**config.mk**
```make
export PLATFORM = sky130hd
export DESIGN_NAME = alu_serial_seq
export DESIGN_NICKNAME = d
export VERILOG_FILES = /design/src/rtl/alu_serial_pkg.sv /design/src/rtl/alu_serial_bit.sv /design/src/rtl/alu_serial_seq.sv
export SDC_FILE = /design/constraint.sdc
export NUM_CORES = 1
export LEC_CHECK = 0
export BUFFER_PORTS_ARGS = -buffer_cell sky130_fd_sc_hd__buf_2
export CORE_MARGIN = 2
export CORE_UTILIZATION = 45
export CTS_BUF_LIST = sky130_fd_sc_hd__clkbuf_16
export DETAILED_ROUTE_END_ITERATION = 16
export PLACE_DENSITY = 0.75
export SETUP_SLACK_MARGIN = 0.02
export SKIP_LAST_GASP = 1
export SYNTH_ARGS = -nofsm -noshare
export SYNTH_HDL_FRONTEND = slang
export SYNTH_HIERARCHICAL = 1
export SYNTH_SLANG_ARGS = --single-unit
```
**constraint.sdc**
```tcl
create_clock -name clk -period 2 [get_ports clk]
set_input_delay 0 -clock clk [delete_from_list [all_inputs] [get_ports clk]]
set_output_delay 0 -clock clk [all_outputs]
set_load 0.01 [all_outputs]
```
**src/rtl/alu_serial_pkg.sv**
```systemverilog
// Shared definitions for the bit-serial ALU: op encodings, FSM states and op classifiers.
// Used by alu_serial_bit and alu_serial_seq.
package alu_serial_pkg;

    localparam logic [3:0] OP_AND  = 4'd0;
    localparam logic [3:0] OP_OR   = 4'd1;
    localparam logic [3:0] OP_ADD  = 4'd2;
    localparam logic [3:0] OP_XOR  = 4'd3;
    localparam logic [3:0] OP_NOR  = 4'd4;
    localparam logic [3:0] OP_SUB  = 4'd10;
    localparam logic [3:0] OP_SLT  = 4'd11;
    localparam logic [3:0] OP_SLT2 = 4'd12;

    typedef enum logic [1:0] {
        IDLE,
        SHIFT,
        FIN
    } state_t;

    // Ops that run through the adder and therefore report carry and overflow.
    function automatic logic is_arith(input logic [3:0] ctrl);
        return (ctrl == OP_ADD) || (ctrl == OP_SUB) ||
               (ctrl == OP_SLT) || (ctrl == OP_SLT2);
    endfunction

    function automatic logic is_slt(input logic [3:0] ctrl);
        return (ctrl == OP_SLT) || (ctrl == OP_SLT2);
    endfunction

endpackage

```
**src/rtl/alu_serial_bit.sv**
```systemverilog
// Combinational 1-bit ALU slice used once per clock by the serial ALU.
// Optional NOR op enabled by defining ALU_SERIAL_NOR_EN.
module alu_serial_bit
    import alu_serial_pkg::*;
(
    input  logic [3:0] ctrl,
    input  logic       a,
    input  logic       b,
    input  logic       cin,
    output logic       res,
    output logic       cout
);

    logic b_eff;

    always_comb begin
        // ctrl[3] selects subtract: B is inverted and the carry is pre-seeded by the caller.
        b_eff = b ^ ctrl[3];
        res   = 1'b0;
        cout  = 1'b0;
        case (ctrl)
            OP_AND: res = a & b;
            OP_OR:  res = a | b;
            OP_XOR: res = a ^ b;
`ifdef ALU_SERIAL_NOR_EN
            OP_NOR: res = ~(a | b);
`endif
            OP_ADD, OP_SUB, OP_SLT, OP_SLT2: begin
                res  = a ^ b_eff ^ cin;
                cout = (a & b_eff) | (a & cin) | (b_eff & cin);
            end
            default: begin
                res  = 1'b0;
                cout = 1'b0;
            end
        endcase
    end

endmodule

```
**src/rtl/alu_serial_seq.sv**
```systemverilog
// Multi-cycle bit-serial ALU: one bit per clock, LSB first, start/done handshake.
// Optional NOR op (ctrl 4) enabled by defining ALU_SERIAL_NOR_EN.
module alu_serial_seq
    import alu_serial_pkg::*;
#(
    parameter int unsigned WIDTH = 32,
    parameter int unsigned CNT_W = $clog2(WIDTH)
) (
    input  logic             clk,
    input  logic             rst,
    input  logic             start,
    input  logic [3:0]       ctrl,
    input  logic [WIDTH-1:0] a,
    input  logic [WIDTH-1:0] b,
    output logic             busy,
    output logic             done,
    output logic [WIDTH-1:0] result,
    output logic             carryout,
    output logic             overflow,
    output logic             zero
);

    state_t           state;
    state_t           state_nxt;
    logic [WIDTH-1:0] a_sh;
    logic [WIDTH-1:0] b_sh;
    logic [WIDTH-1:0] res_sh;
    logic [3:0]       op_q;
    logic             carry;
    logic             cin_msb;
    logic             cout_msb;
    logic [CNT_W-1:0] cnt;
    logic             last_bit;
    logic             bit_res;
    logic             bit_cout;
    logic             fin_ovf;
    logic [WIDTH-1:0] fin_result;

    alu_serial_bit u_bit (
        .ctrl (op_q),
        .a    (a_sh[0]),
        .b    (b_sh[0]),
        .cin  (carry),
        .res  (bit_res),
        .cout (bit_cout)
    );

    assign last_bit = (cnt == CNT_W'(WIDTH - 1));
    assign busy     = (state == SHIFT);

    always_ff @(posedge clk) begin
        if (rst) begin
            state <= IDLE;
        end else begin
            state <= state_nxt;
        end
    end

    always_comb begin
        state_nxt = state;
        case (state)
            IDLE:    if (start) state_nxt = SHIFT;
            SHIFT:   if (last_bit) state_nxt = FIN;
            FIN:     state_nxt = IDLE;
            default: state_nxt = IDLE;
        endcase
    end

    // SLT reports the true sign of a-b, correcting the raw sum MSB when the subtraction overflowed.
    always_comb begin
        fin_ovf    = is_arith(op_q) & (cin_msb ^ cout_msb);
        fin_result = res_sh;
        if (is_slt(op_q)) begin
            fin_result = {{(WIDTH-1){1'b0}}, res_sh[WIDTH-1] ^ fin_ovf};
        end
    end

    always_ff @(posedge clk) begin
        if (rst) begin
            a_sh     <= '0;
            b_sh     <= '0;
            res_sh   <= '0;
            op_q     <= '0;
            carry    <= 1'b0;
            cin_msb  <= 1'b0;
            cout_msb <= 1'b0;
            cnt      <= '0;
            done     <= 1'b0;
            result   <= '0;
            carryout <= 1'b0;
            overflow <= 1'b0;
            zero     <= 1'b1;
        end else begin
            done <= 1'b0;
            case (state)
                IDLE: begin
                    if (start) begin
                        a_sh  <= a;
                        b_sh  <= b;
                        op_q  <= ctrl;
                        carry <= ctrl[3];
                        cnt   <= '0;
                    end
                end
                SHIFT: begin
                    a_sh   <= a_sh >> 1;
                    b_sh   <= b_sh >> 1;
                    res_sh <= {bit_res, res_sh[WIDTH-1:1]};
                    carry  <= bit_cout;
                    cnt    <= cnt + CNT_W'(1);
                    if (last_bit) begin
                        cin_msb  <= carry;
                        cout_msb <= bit_cout;
                    end
                end
                FIN: begin
                    result   <= fin_result;
                    carryout <= is_arith(op_q) & cout_msb;
                    overflow <= fin_ovf;
                    zero     <= (fin_result == '0);
                    done     <= 1'b1;
                end
                default: ;
            endcase
        end
    end

endmodule

```
==> qor.csv, run 1 <==
stage;metric;value;unit
cts;# clock sinks;146;
setup_path;CP max FO;7;
min_path;type of the tightest min-delay check;primary input to register;
cts;CTS tree;done;
cts;post-CTS sizing;0;
setup_path;Req. time, crit path;2.28;ns
synthesis;register area share after synthesis;0.4573;
synthesis;post-synthesis xor/xnor area fraction;0.004111;
cts;Reg clk slew, reported paths;0.06;ns
run_status;status;complete, no violations;
synthesis;most frequent cells after synthesis;nand2_1 (237), dfxtp_1 (146), a21oi_1 (78), nor2_1 (77), a311oi_2 (62);
global_route;first-pass GRT wire length;25720;um
placement;pre-CTS WS;0.1890;ns
cts;clock latency on the worst-skew pair;0.42;ns
cts;total CTS buffers;17;
synthesis;synthesis warning total;6;
setup_path;Arr. time, crit path;2.10;ns
synthesis;Synth Instances;757;
sta;count of final setup violators;0;
synthesis;ys async rst share;0;
synthesis;synthesized-area fraction occupied by adder cells;0.01096;
pwr;Power Density;825.9;nW/um2
pwr;PnR Total Power;6.830;mW
layout;Multi-input gate area;3119;um2
sta;final worst slack;0.1814;ns
synthesis;post-synthesis cell area;6391;um2
min_path;hold depth;2;
synthesis;post-synth top area share;0.4573;
placement;I/O Buffers;107;
setup_path;Worst R2R End;res_sh[31]$_SDFFE_PP0P_;
floorplan;CORE AREA;13880;um2
placement;dpl cells;1001;
cts;H-tree depth;4;
layout;number of nets in the layout;984;
floorplan;die width;123.2;um
cts;Root Driver;clkbuf_16;
cts;post-CTS setup buffers;0;
placement;HPWL after DPL;8834;um
synthesis;Post-synth EDFFs;0;
sta;fmax;549.9;MHz
layout;post-route cell area;8269;um2
placement;dpl cell area;7078;um2
synthesis;mux contribution to synthesized area;0.001566;
pwr;P_leak;3.197;nW
layout;Fillers;1167;
sta;period utilization;0.9093;
global_route;Total GRT Usage;0.2135;
layout;Synth-to-Final Area Change;29.39;%
pwr;Worst VDD drop;0.6476;mV
min_path;min-delay src;rst;
job;Max-Cap Viols;0;
synthesis;FF+latch count, synth;146;
synthesis;post-synth top area cell;dfxtp_1;
layout;layout cell share with drive strength beyond 1;0.2386;
layout;register area;2923;um2
synthesis;Yosys cell types;40;
global_route;vias in the first global route;5347;
synthesis;Compound-Gate Fraction of Synth Area;0.2238;
routing;Iter 0 DRT Violations;377;
setup_path;CP Capture Type;register;
floorplan;row cnt;43;
global_route;initial antenna violation count;1;
sta;Pins Over Slew Limit;0;
sta;worst-margin pin slew;0.5705;ns
synthesis;most numerous cell in the Yosys netlist;nand2_1;
setup_path;crit path kind;register to register;
floorplan;I/O pin total;108;
min_path;Hold EP;state[0]$_SDFFE_PP0P_;
layout;Non-Filler Instances;1100;
routing;mean routed wirelength per cell;14.26;um
placement;global placement routability congestion;0.7398;
synthesis;main combinational cell family by area after synthesis;simple AND/OR/NAND/NOR gates;
cts;Max Buffers Root-to-Sink;2;
routing;drc violations;0;
floorplan;Die Y;123.2;um
synthesis;Synth Area per Inst;8.443;um2
synthesis;synth top area cells;dfxtp_1 (46%), a311oi_2 (15%), nand2_1 (14%);
synthesis;Synth Area in Simple Gates;0.2457;
sta;Fin Clk Skew;0.01428;ns
routing;vias;5756;
setup_path;startpoint types;register;
synthesis;syn nets;833;
global_route;GRT overflow;0;
routing;final wirelength;15690;um
floorplan;die area;15170;um2
floorplan;Initial Util;0.4604;
sta;Rel. slew slack;0.6197;
sta;final hold violation count;0;
synthesis;Primary FF master, synth;dfxtp_1;
setup_path;FF-to-FF path depth;7;
setup_path;reg-to-reg slack, setup;0.18;ns
cts;CTS Hold Bufs;68;
global_route;largest net degree at the start of global routing;67;
sta;RSZ-0062 raised after global routing;false;
sta;final setup TNS;0;ns
routing;drt first pass iters;5;
routing;DRT antenna net count;0;
routing;Via density;5.233;
sta;clock period minus worst slack;1.819;ns
setup_path;FF-to-FF Start;op_q[3]$_SDFFE_PP0P_;
==> worst max path at each step <==
stage	cells past startpoint	endpoint	start
after floorplan	7	res_sh[31]$_SDFFE_PP0P_	op_q[3]$_SDFFE_PP0P_
after global placement	7	res_sh[31]$_SDFFE_PP0P_	op_q[3]$_SDFFE_PP0P_
after detailed placement	7	res_sh[31]$_SDFFE_PP0P_	op_q[3]$_SDFFE_PP0P_
after CTS	7	res_sh[31]$_SDFFE_PP0P_	op_q[3]$_SDFFE_PP0P_
after global routing	7	res_sh[31]$_SDFFE_PP0P_	op_q[3]$_SDFFE_PP0P_
final	7	res_sh[31]$_SDFFE_PP0P_	op_q[3]$_SDFFE_PP0P_
==> where the power goes <==
group | internal (mW) | switching [mW] | total, mW
registers | 3.05 | 0.0903 | 3.14
logic | 0.401 | 0.481 | 0.882
clock network | 1.65 | 1.16 | 2.81
==> cell type report <==
class,count,share of cell area
sequential,146,0.3535
antenna,2,0.0006052
inverter,5,0.002270
clock inverter,12,0.009684
timing repair buffer,195,0.1781
clock buffer,17,0.05145
multi-input combinational,543,0.3772
tap,180,0.02724
==> worst max-delay path, stage by stage, from the launching register on <==
cell	delay [ns]
dfxtp_1	0.46
xor2_1	0.20
fa_1	0.45
nor2b_1	0.14
a32oi_1	0.22
o31ai_2	0.09
nand2_1	0.06
a21oi_1	0.05
==> stage by stage <==
stage / util / hold slack (ns)
after global placement: 0.5099 / 0.2583
final: 0.5957 / 0.01886
after global routing: 0.5955 / 0.02666
after detailed placement: 0.5099 / 0.2630
after floorplan: - / 0.1360
after CTS: 0.5954 / 0.003049
==> routing by layer <==
metal  global-route usage  up-vias  share of wire
li1                     -     2904              -
met1               0.2780     2678           0.45
met2               0.3407      154           0.49
met3              0.05766       20          0.050
met4              0.07528        0          0.014
met5                    0        -              0
==> sequential cells by signal (all words and copies together), names as in the netlist <==
register  count
op_q          4
a_sh         32
overflow      1
carry         1
result       32
res_sh       32
cin_msb       1
zero          1
b_sh         32
state         2
cout_msb      1
carryout      1
cnt           5
done          1
==> cells by family after synthesis <==
kind of cell             Yosys count
AND/OR/NAND/NOR                  380
AO/OA/AOI/OAI                    154
flip-flops                       146
buffers and inverters             68
adder cells (fa/ha/maj)            5
XOR/XNOR                           3
multiplexers                       1
==> cell usage in the layout (no fill, tap or decap), types with 2 or more instances in the layout <==
cell type,count
dlygate4sd3_1,68
dfxtp_1,146
nand3b_1,4
clkbuf_16,17
nor4_1,8
buf_4,12
a21oi_1,78
nand2b_1,2
a31oi_1,2
nor2_1,77
nor2b_1,3
nand4_1,2
nand3_1,39
o21ai_0,2
diode_2,2
ha_1,4
clkinv_1,3
buf_2,106
buf_12,8
xnor2_1,2
a311oi_2,62
inv_1,7
a211oi_1,2
nand2_1,236
clkinv_2,4
No activity file was read; power rests on OpenSTA's default activity.
==> run 2: changes to the inputs <==
clock period = 1.7 ns   (was 2 ns; I/O delays follow)
==> run 2 against run 1 <==
Against the previous run: first-iteration DRC count up 9.0%; global-route usage increased by 0.17 points; critical path type unchanged; non-clock buffer count is 2 higher; combinational power grew 21%; via count up 0.14%; fmax grew 7.7%; final cell count rose by 0.18%.
==> qor.csv, run 2 (same netlist as run 1, synthesis figures left out) <==
stage;metric;value;unit;change
global_route;first-pass GRT wire length;25920;um;+0.78%
pwr;Clk pwr share;0.410;;about the same
pwr;P_sw;2.042;mW;+18%
global_route;largest net degree at the start of global routing;71;;+6.0%
sta;final hold violation count;0;;unchanged
setup_path;CP Capture Type;register;;
routing;Via density;5.230;;about the same
floorplan;CORE AREA;13880;um2;unchanged
setup_path;Cell Chain, Critical Path;xor2_2 -> fa_1 -> nor2b_4 -> a32oi_2 -> o31ai_2 -> nand2_1 -> a21oi_1;;
routing;met2 wire length;7537;um;-1.1%
setup_path;max incr delay on CP;0.46;ns;about the same
setup_path;startpoint types;register;;
cts;Max Buffers Root-to-Sink;2;;unchanged
cts;# clock sinks;146;;unchanged
sta;final worst slack;0.01085;ns;-0.1705 ns
cts;total CTS buffers;17;;unchanged
layout;Non-Filler Instances;1102;;+0.18%
pwr;internal power;6.023;mW;+18%
layout;commonest non-fill, non-tap cell in the layout;nand2_1;;
cts;Root Driver;clkbuf_16;;
routing;top layer in use;met5;;
cts;Reg clk slew, reported paths;0.06;ns;about the same
global_route;GRT overflow;0;;unchanged
routing;DRT antenna net count;0;;unchanged
placement;I/O Buffers;107;;unchanged
setup_path;crit path max-delay cell type;fa_1;;
setup_path;Arr. time, crit path;1.96;ns;-0.14 ns
layout;# diodes;0;;-2
floorplan;Die Y;123.2;um;unchanged
routing;DR WL met3;780;um;unchanged
placement;pre-CTS WS;-0.008979;ns;-0.1979 ns
pwr;Net Sw Frac;0.2532;;-0.0003133
sta;fmax;592.0;MHz;+7.7%
setup_path;crit path kind;register to register;;
layout;number of nets in the layout;986;;+0.20%
floorplan;I/O pin total;108;;unchanged
pwr;sequential share of power;0.458;;-0.002
cts;clock latency on the worst-skew pair;0.42;ns;about the same
global_route;Total GRT Usage;0.2153;;+0.001729
min_path;type of the tightest min-delay check;primary input to register;;
sta;worst-margin pin slew;0.6133;ns;+0.04289 ns
layout;Synth-to-Final Area Change;30.31;%;
pwr;PnR Total Power;8.064;mW;+18%
floorplan;row cnt;43;;unchanged
sta;period utilization;0.9936;;+0.08430
layout;layout cell share with drive strength beyond 1;0.2462;;+0.007642
layout;most frequent cells in the layout;nand2_1 (236), dfxtp_1 (143), buf_2 (106), a21oi_1 (78), nor2_1 (77);;
setup_path;family with the most delay on the worst path;adder cells;;
routing;final wirelength;15620;um;-0.42%
sta;Pins Over Slew Limit;0;;unchanged
sta;Fin Clk Skew;0.006713;ns;-0.007564 ns
sta;final setup TNS;0;ns;unchanged
global_route;initial antenna violation count;1;;unchanged
routing;vias;5764;;+0.14%
routing;met1 wire length;7073;um;+0.13%
routing;drt first pass iters;5;;unchanged
sta;RSZ-0062 raised after global routing;true;;
setup_path;buffers and inverters on the worst path;0;;unchanged
pwr;logic gate share of total power;0.132;;+0.003
global_route;vias in the first global route;5497;;+2.8%
cts;H-tree depth;4;;unchanged
run_status;status;complete, no violations;;
cts;CTS tree;done;;
pwr;Worst VDD drop;0.8247;mV;+27%
sta;clock period minus worst slack;1.689;ns;-0.1295 ns
routing;mean routed wirelength per cell;14.18;um;-0.60%
placement;dpl cells;1002;;+0.10%
floorplan;die width;123.2;um;unchanged
sta;count of final setup violators;0;;unchanged
setup_path;Req. time, crit path;1.98;ns;-0.30 ns
placement;global placement routability congestion;0.7663;;+3.6%
job;Max-Cap Viols;0;;unchanged
pwr;Power Density;968.3;nW/um2;+17%
setup_path;CP max FO;2;;-5
layout;final core utilization;0.6000;;+0.004237
floorplan;die area;15170;um2;unchanged
routing;drc violations;0;;unchanged
sta;Rel. slew slack;0.5911;;-0.02859
floorplan;Initial Util;0.4604;;unchanged
pwr;P_leak;3.234;nW;+1.2%
routing;Iter 0 DRT Violations;411;;+9.0%
placement;HPWL after DPL;8629;um;-2.3%
## run 2: cell types whose count changed in the layout (fill, tap and decap cells not counted), sizes merged
cell | previous run | this run
buf | 127 | 129
clkinv | 7 | 5
diode | 2 | 0
inv | 8 | 12
## run 2: area by class of cell
type | count | area (um2)
Tap cell | 180 | 225.2
Clock buffer | 17 | 425.4
Multi-Input combinational cell | 543 | 3142
Inverter | 5 | 21.27
Sequential cell | 146 | 2927
Clock inverter | 14 | 87.58
Fill cell | 1177 | 5553
Timing Repair Buffer | 197 | 1500
## run 2: per-stage QoR
step / cell area [um2] / hold WS (ns)
finish: 8328 / 0.05517
global route: 8328 / 0.04158
CTS: 8325 / 0.02081
detailed placement: 7099 / 0.2619
global placement: 7099 / 0.2562
floorplan: 6392 / 0.1360
## run 2: timing repair
action	in CTS	in global routing
hold buffers	68	0
setup endpoints to repair	2	2
gates cloned	0	0
pin swaps	3	1
buffers inserted	1	0
resized for setup	5	2
endpoints found under the hold margin	69	0
## run 2: power groups by stage
stage	Clock, mW	Sequential (mW)	Combinational (mW)
detailed placement	0	3.75	0.903
global route	3.53	3.71	1.17
global placement	0	3.75	0.887
floorplan	0	3.73	0.688
CTS	3.36	3.69	1.05
finish	3.31	3.69	1.07
## run 2: path summary, 6_finish.rpt
path	startpoint	end	slack [ns]	cells past startpoint
max reg2reg	b_sh[0]$_SDFFE_PP0P_	res_sh[31]$_SDFFE_PP0P_	0.01	7
min reg2reg	result[11]$_SDFFE_PP0P_	result[11]$_SDFFE_PP0P_	0.44	2
max	b_sh[0]$_SDFFE_PP0P_	res_sh[31]$_SDFFE_PP0P_	0.01	7
min	rst	state[0]$_SDFFE_PP0P_	0.06	2
## run 2: routing by layer
metal  vias up  global-route usage
li1       2904                   -
met1      2672              0.2700
met2       160              0.3541
met3        26             0.06734
met4         2             0.06534
met5         -                   0
==> run 3: changes to the inputs <==
PLACE_DENSITY = 0.78   (was 0.75)
clock period = 1.55 ns   (was 1.7 ns; I/O delays follow)
==> run 3 against run 2 <==
Against the previous run: the flow now finishes with violations (negative setup slack); first-iteration DRC count grew 25%; die area unchanged; fmax up 2.0%; global-route usage grew 0.61 points; critical endpoint unchanged; highest routed layer is now met4.
==> qor.csv, run 3 (same netlist as run 1, synthesis figures left out) <==
stage;metric;value;unit;change
sta;Pins Over Slew Limit;0;;unchanged
routing;final wirelength;16380;um;+4.8%
run_status;status;finished with violations;;
cts;clock latency on the worst-skew pair;0.42;ns;about the same
floorplan;CORE AREA;13880;um2;unchanged
setup_path;Arr. time, crit path;1.93;ns;-0.03 ns
floorplan;die area;15170;um2;unchanged
setup_path;startpoint types;register;;
cts;CTS tree;done;;
setup_path;Req. time, crit path;1.82;ns;-0.16 ns
global_route;GRT overflow;0;;unchanged
routing;drt first pass iters;5;;unchanged
sta;clock period minus worst slack;1.657;ns;-0.03252 ns
layout;Synth-to-Final Area Change;34.04;%;
cts;H-tree depth;4;;unchanged
routing;drc violations;0;;unchanged
sta;period utilization;1.069;;+0.07518
global_route;Total GRT Usage;0.2214;;+0.006132
layout;Fillers;1121;;-4.8%
floorplan;I/O pin total;108;;unchanged
cts;# clock sinks;146;;unchanged
routing;Iter 0 DRT Violations;515;;+25%
global_route;initial antenna violation count;0;;-1
floorplan;die width;123.2;um;unchanged
routing;Via density;5.351;;+2.3%
job;Max-Cap Viols;0;;unchanged
placement;I/O Buffers;107;;unchanged
setup_path;Cell Chain, Critical Path;xor2_2 -> fa_1 -> nor2b_1 -> a32oi_1 -> o31ai_2 -> nand2_1 -> a21oi_1;;
cts;Max Buffers Root-to-Sink;2;;unchanged
floorplan;row cnt;43;;unchanged
sta;Fin Clk Skew;0.009975;ns;+0.003262 ns
sta;final hold violation count;0;;unchanged
sta;count of final setup violators;1;;+1
min_path;type of the tightest min-delay check;primary input to register;;
pwr;Worst VDD drop;0.8095;mV;-1.8%
layout;most frequent cells in the layout;nand2_1 (236), dfxtp_1 (142), buf_2 (106), a21oi_1 (78), nor2_1 (77);;
placement;global placement routability congestion;0.7993;;+4.3%
global_route;largest net degree at the start of global routing;82;;+15%
setup_path;max incr delay on CP;0.44;ns;-0.02 ns
routing;DRT antenna net count;0;;unchanged
layout;final core utilization;0.6172;;+0.01722
floorplan;Die Y;123.2;um;unchanged
setup_path;crit path kind;register to register;;
routing;mean routed wirelength per cell;14.70;um;+3.7%
layout;post-route cell area;8567;um2;+2.9%
sta;worst-margin pin slew;0.7243;ns;+0.1109 ns
layout;Multi-input gate area;3139;um2;about the same
sta;final worst slack;-0.1066;ns;-0.1175 ns
layout;layout cell share with drive strength beyond 1;0.2580;;+0.01183
placement;pre-CTS WS;-0.1277;ns;-0.1187 ns
cts;total CTS buffers;17;;unchanged
setup_path;CP max FO;2;;unchanged
global_route;vias in the first global route;5586;;+1.6%
layout;# diodes;0;;unchanged
setup_path;crit path max-delay cell type;fa_1;;
global_route;first-pass GRT wire length;26810;um;+3.4%
layout;commonest non-fill, non-tap cell in the layout;nand2_1;;
sta;fmax;603.6;MHz;+2.0%
layout;register area;2930;um2;+0.13%
floorplan;Initial Util;0.4604;;unchanged
cts;Reg clk slew, reported paths;0.06;ns;about the same
placement;HPWL after DPL;9010;um;+4.4%
setup_path;CP Capture Type;register;;
placement;dpl cell area;7243;um2;+2.0%
sta;smallest hold slack;0.07440;ns;+0.01923 ns
run_status;failing checks;negative setup slack;;
sta;RSZ-0062 raised after global routing;true;;
cts;Root Driver;clkbuf_16;;
pwr;P_leak;3.333;nW;+3.0%
layout;number of nets in the layout;997;;+1.1%
sta;final setup TNS;-0.1066;ns;-0.1066 ns
sta;Rel. slew slack;0.5172;;-0.07395
pwr;Power Density;1097;nW/um2;+13%
routing;vias;5961;;+3.4%
[run 3: critical path, delay by kind of cell (launching register included)]
family,cells,cell delay [ns]
compound gates,3,0.35
flops,1,0.33
simple gates,2,0.22
xor+xnor,1,0.17
fa+ha+maj,1,0.44
[run 3: what timing repair did]
item,in CTS,in global routing
endpoints found under the hold margin,69,0
setup buffers,0,0
gates cloned,1,0
hold buffers,68,0
gates resized for setup,2,4
pin swaps,2,0
setup endpoints to repair,2,21
[run 3: metrics by stage]
step	instances	total power, mW
floorplan	757	4.853
global placement	1013	5.150
detailed placement	1013	5.172
CTS	1114	9.442
global route	1114	9.785
finish	1114	9.394
[run 3: final timing paths]
kind / from / end / slack (ns) / cells after the start
setup reg to reg: b_sh[0]$_SDFFE_PP0P_ / res_sh[31]$_SDFFE_PP0P_ / -0.11 / 7
setup / recovery: b_sh[0]$_SDFFE_PP0P_ / res_sh[31]$_SDFFE_PP0P_ / -0.11 / 7
hold / removal: rst / cnt[0]$_SDFFE_PP0P_ / 0.07 / 2
hold reg to reg: result[16]$_SDFFE_PP0P_ / result[16]$_SDFFE_PP0P_ / 0.45 / 2
[run 3: routing by layer]
layer,share of wire,global-route usage,vias to the layer above,routed length (um)
li1,-,-,2934,-
met4,0.014,0.07813,0,231
met1,0.44,0.2853,2790,7182
met3,0.059,0.05627,25,968
met2,0.49,0.3592,212,7997
met5,0,0,-,0
[run 3: power by group]
part / switching (mW) / internal [mW]
clock: 1.59 / 2.52
combinational: 0.657 / 0.585
sequential: 0.109 / 3.93
total: 2.35 / 7.04
[run 3: final cells by class]
cell class                      instances  area share
Multi-Input combinational cell        543      0.3664
Clock inverter                         15     0.01913
Sequential cell                       146      0.3420
Timing Repair Buffer                  208      0.1940
Tap cell                              180     0.02629
Clock buffer                           17     0.04966
Inverter                                5    0.002483
